[config.mk]
export PLATFORM = sky130hd
export DESIGN_NAME = alarm_sequencer
export DESIGN_NICKNAME = d
export VERILOG_FILES = /design/src/rtl/alarm_sequencer_pkg.sv /design/src/rtl/alarm_sequencer_tone_gen.sv /design/src/rtl/alarm_sequencer.sv
export SDC_FILE = /design/constraint.sdc
export NUM_CORES = 1
export LEC_CHECK = 0
export BUFFER_PORTS_ARGS = -buffer_cell sky130_fd_sc_hd__buf_2
export CORE_MARGIN = 2
export CORE_UTILIZATION = 30
export CTS_BUF_LIST = sky130_fd_sc_hd__clkbuf_8 sky130_fd_sc_hd__clkbuf_16
export DETAILED_ROUTE_END_ITERATION = 8
export GPL_ROUTABILITY_DRIVEN = 0
export SKIP_CTS_REPAIR_TIMING = 1
export SLEW_MARGIN = 30
export SYNTH_ARGS = -nofsm -noshare
export SYNTH_HDL_FRONTEND = slang
export SYNTH_SLANG_ARGS = --single-unit
export TNS_END_PERCENT = 5
[constraint.sdc]
create_clock -name video_clk -period 4.4 [get_ports video_clk]
set_clock_uncertainty 0.2 [all_clocks]
set_input_delay 0.44 -clock video_clk [delete_from_list [all_inputs] [get_ports video_clk]]
set_output_delay 0.44 -clock video_clk [all_outputs]
set_load 0.005 [all_outputs]
[src/rtl/alarm_sequencer_pkg.sv]
// alarm_sequencer_pkg: shared state encodings and time field widths for the clock alarm path
package alarm_sequencer_pkg;
  localparam logic [1:0] ST_OFF = 2'd0;
  localparam logic [1:0] ST_ARMED = 2'd1;
  localparam logic [1:0] ST_RINGING = 2'd2;
  localparam logic [1:0] ST_SNOOZE = 2'd3;
  localparam int HRS_W = 4;
  localparam int MIN_W = 6;
  localparam int SEC_W = 6;
endpackage

[src/rtl/alarm_sequencer_tone_gen.sv]
// tone_gen: free-running half-period divider producing the buzzer square wave
module tone_gen #(
  parameter int HALF_PERIOD = 10_000
) (
  input  logic video_clk,
  input  logic reset,
  output logic tone_sq
);
  localparam int W = (HALF_PERIOD < 2) ? 1 : $clog2(HALF_PERIOD);
  localparam logic [W-1:0] LAST = W'(HALF_PERIOD - 1);
  logic [W-1:0] cnt;
  // count to the terminal value, flip the square wave and wrap; runs in every alarm state
  always_ff @(posedge video_clk or posedge reset) begin
    if (reset) begin
      cnt <= '0;
      tone_sq <= 1'b0;
    end else if (cnt == LAST) begin
      cnt <= '0;
      tone_sq <= ~tone_sq;
    end else begin
      cnt <= cnt + 1'b1;
    end
  end
endmodule

[src/rtl/alarm_sequencer.sv]
// alarm_sequencer: alarm arm/ring/snooze controller gating a square tone onto the buzzer pin
module alarm_sequencer
  import alarm_sequencer_pkg::*;
#(
  parameter int CLK_HZ = 31_500_000,
  parameter int TONE_HZ = 1575,
  parameter int RING_TIMEOUT_S = 60,
  parameter int SNOOZE_S = 300
) (
  input  logic             video_clk,
  input  logic             reset,
  input  logic             tick_1hz,
  input  logic             sec_phase,
  input  logic [HRS_W-1:0] hours,
  input  logic [MIN_W-1:0] minutes,
  input  logic [HRS_W-1:0] al_hours,
  input  logic [MIN_W-1:0] al_minutes,
  input  logic             toggle_pulse,
  input  logic             snooze_pulse,
  output logic             al_on,
  output logic             ringing,
  output logic             snoozing,
  output logic             buzzer_out
);
  localparam int HALF = CLK_HZ / (2 * TONE_HZ);
  localparam int RW = $clog2(RING_TIMEOUT_S + 1);
  localparam int SW = $clog2(SNOOZE_S + 1);
  localparam logic [RW-1:0] RING_LOAD = RW'(RING_TIMEOUT_S);
  localparam logic [SW-1:0] SNZ_LOAD = SW'(SNOOZE_S);
  logic [1:0] state;
  logic [RW-1:0] ring_cnt;
  logic [SW-1:0] snz_cnt;
  logic match, match_d, trigger, tone_sq;
  tone_gen #(.HALF_PERIOD(HALF)) u_tone (
    .video_clk(video_clk),
    .reset(reset),
    .tone_sq(tone_sq)
  );
  // out-of-range time values are compared raw; normalisation belongs to the time registers
  assign match = (hours == al_hours) && (minutes == al_minutes);
  assign trigger = match & ~match_d;
  // remember last cycle's match so only entry into the alarm minute rings
  always_ff @(posedge video_clk or posedge reset) begin
    if (reset) match_d <= 1'b0;
    else match_d <= match;
  end
  // alarm FSM with both countdowns; priority toggle > snooze > tick > trigger
  always_ff @(posedge video_clk or posedge reset) begin
    if (reset) begin
      state <= ST_OFF;
      ring_cnt <= '0;
      snz_cnt <= '0;
    end else if (toggle_pulse) begin
      state <= (state == ST_OFF) ? ST_ARMED : ST_OFF;
    end else begin
      case (state)
        ST_ARMED:
          if (trigger) begin
            state <= ST_RINGING;
            ring_cnt <= RING_LOAD;
          end
        ST_RINGING:
          if (snooze_pulse) begin
            state <= ST_SNOOZE;
            snz_cnt <= SNZ_LOAD;
          end else if (tick_1hz) begin
            ring_cnt <= ring_cnt - 1'b1;
            if (ring_cnt == RW'(1)) state <= ST_ARMED;
          end
        ST_SNOOZE:
          if (tick_1hz) begin
            snz_cnt <= snz_cnt - 1'b1;
            if (snz_cnt == SW'(1)) begin
              state <= ST_RINGING;
              ring_cnt <= RING_LOAD;
            end
          end
        default: ;
      endcase
    end
  end
  // registered buzzer: tone gated to the first half of each second while ringing
  always_ff @(posedge video_clk or posedge reset) begin
    if (reset) buzzer_out <= 1'b0;
    else buzzer_out <= (state == ST_RINGING) & sec_phase & tone_sq;
  end
  assign al_on = state != ST_OFF;
  assign ringing = state == ST_RINGING;
  assign snoozing = state == ST_SNOOZE;
endmodule
==> run metrics <==
ANT nets after route=0; detailed-route wire length per cell=11.6 um; share of layout cells above drive strength 1=20.6%; Internal Power=0.502 mW; clock latency on the worst-skew pair=0.28 ns; Register Area=851 um^2; post-DP HPWL=2590 um; FF+latch count, synth=34; PD cells=305 nW/um^2; fmax=0.434 GHz; Lkg Pwr=1.05 nW; CP Capture Type=register; post-synthesis sequential area ratio=44.7%; largest net degree at the start of global routing=35; synth warn=0; CTS Sinks=34; DR DRC count=0; CTS max path bufs=2; first-pass detailed-route iteration total=4; Crit Path Category=reg2reg; Via density=4.73; RSZ-0062 raised after global routing=no; Boundary Pins=30; CTS clk-pin slew, worst paths=0.07 ns; Max Fanout on Critical Path=6; hold crit path type=in2async; Synth Flop Type=dfrtp_1; fin. max-slew vios=0; Core ar.=6240 um^2; MaxCap Viol Count=0; Sw Pwr=0.177 mW; Worst setup SP type=register; clock share of power=34.8%; Die Width=83.6 um; # diodes=0; Yosys cell types=43; Rel. slew slack=57.5%; vias in the first global route=1407; Die Y=83.6 um; period utilisation layout=52.4%; initial antenna violation count=0; number of synthesized flops with an enable pin=0; outcome=complete, no violations; Mapped Cells=193; WP data arrival=2.28 ns; I/O Buffers=29; final hold viol count=0; asr flop ratio synth=100%; Setup TNS Final=0 ns; combinational share of power=12.7%; Via Count=1444; Slew @ Worst Pin=0.636 ns; CTS root buf=clkbuf_8; GRT Total Usage=10.9%; Routed WL=3540 um; minimum clock period=2.30 ns; Mapped Area=1900 um^2; full die area=7000 um^2; first-pass GRT wire length=6260 um; Rows=29; fin nets=258; number of buffers created by CTS=5; total congestion overflow=0; area grow syn2layout=17.0%; CTS tree=done; # setup viols final=0; number of H-tree levels=2; Max VDD drop=104 uV; Sw Ratio=26.1%; FILL cells=660; Hold WS=0.0372 ns; starting density of the core=30.5%; number of DRC markers in iteration 0=49; area of the multi-input gates=986 um^2; sequential share of power=52.5%; Critical Path RT=4.37 ns; syn avg cell area=9.86 um^2; Synth Net Count=224
## synth_stat cells, types with 3 or more instances
| cell type | instances | area share [%] |
|---|---|---|
| nand2_1 | 11 | 2.2 |
| nor3_1 | 3 | 0.79 |
| and3_1 | 5 | 1.6 |
| o21ai_1 | 3 | 0.79 |
| a21oi_1 | 6 | 1.6 |
| inv_1 | 10 | 2.0 |
| a22o_1 | 4 | 1.8 |
| nor4b_1 | 3 | 1.4 |
| inv_2 | 3 | 0.59 |
| nor2_1 | 26 | 5.1 |
| dfrtp_1 | 34 | 45 |
| xnor2_1 | 8 | 3.7 |
| nand3_1 | 10 | 2.6 |
| nand2b_1 | 5 | 1.6 |
| nor2b_1 | 5 | 1.6 |
| xor2_1 | 16 | 7.4 |
| ha_1 | 5 | 3.3 |
## state kept, by name (all words and copies together), names as in the netlist
| signal | flops |
|---|---|
| buzzer_out | 1 |
| u_tone.cnt | 14 |
| snz_cnt | 9 |
| state | 2 |
| ring_cnt | 6 |
| match_d | 1 |
| u_tone.tone_sq | 1 |
## final timing paths
kind                            cells after the start            from  slack (ns)              to
worst max-delay path                                7      snz_cnt[1]        2.10     ring_cnt[1]
worst min-delay path                                3           reset        0.04   u_tone.cnt[7]
worst max register to register                      7      snz_cnt[1]        2.10     ring_cnt[1]
worst min register to register                      1  u_tone.tone_sq        0.27  u_tone.tone_sq
max in group asynchronous                           3           reset        3.66      snz_cnt[7]
min in group video_clk                              2       sec_phase        0.20      buzzer_out
## metrics by stage
stage / instance area [um^2] / cells / utilization [%] / total power, mW / setup WS (ns)
3_5_place_dp: 2130 / 297 / 34.2 / 0.450 / 1.92
3_3_place_gp: 2130 / 297 / 34.2 / 0.448 / 1.94
5_1_grt: 2230 / 305 / 35.7 / 0.721 / 1.97
4_1_cts: 2230 / 305 / 35.7 / 0.690 / 2.07
2_1_floorplan: 1900 / 193 / - / 0.419 / 2.24
6_report: 2230 / 305 / 35.7 / 0.679 / 2.10
## kinds of logic after synthesis
family / Yosys count / synth area share (%)
buf+inv: 16 / 3.48
compound gates: 26 / 11.6
flops: 34 / 44.7
mux: 3 / 1.84
fa+ha+maj: 5 / 3.29
simple gates: 85 / 24.1
xor+xnor: 24 / 11.0
## critical path, stage by stage (launching register included)
cell      delay (ns)
dfrtp_1         0.40
inv_1           0.09
ha_1            0.14
or4bb_1         0.53
o31ai_4         0.23
o211ai_2        0.16
o41ai_4         0.12
mux2_4          0.34
## routing by layer
metal	up-vias	wire length [um]	track usage (%)
li1	733	-	-
met3	5	83	2.47
met5	-	0	0
met1	690	1720	14.3
met2	16	1680	17.6
met4	0	51	3.96
## power by group through the flow
stage          Sequential, mW  Clock (mW)  Combinational (mW)
2_1_floorplan           0.352           0              0.0666
3_3_place_gp            0.362           0              0.0863
3_5_place_dp            0.362           0              0.0877
4_1_cts                 0.357       0.245              0.0877
5_1_grt                 0.361       0.264              0.0962
6_report                0.357       0.236              0.0863
## area by class of cell
cell class | instances | share of cell area (%)
Clock buffer | 6 | 3.71
Timing Repair Buffer | 30 | 6.86
Clock inverter | 2 | 0.393
Tap cell | 77 | 4.33
Sequential cell | 34 | 38.2
Inverter | 13 | 2.19
Multi-Input combinational cell | 143 | 44.3
## cell usage in the layout (no fill, tap or decap), types with 4 or more instances in the layout
cell / synthesis / layout
buf_2: 2 / 29
clkbuf_8: 0 / 6
ha_1: 5 / 5
a22o_1: 4 / 4
inv_1: 10 / 11
xor2_1: 16 / 16
and3_1: 5 / 5
xnor2_1: 8 / 8
dfrtp_1: 34 / 34
a21oi_1: 6 / 6
nand3_1: 10 / 10
nand2b_1: 5 / 5
nand2_1: 11 / 11
nor2_1: 26 / 26
nor2b_1: 5 / 5
No activity file was read; power rests on OpenSTA's default activity.
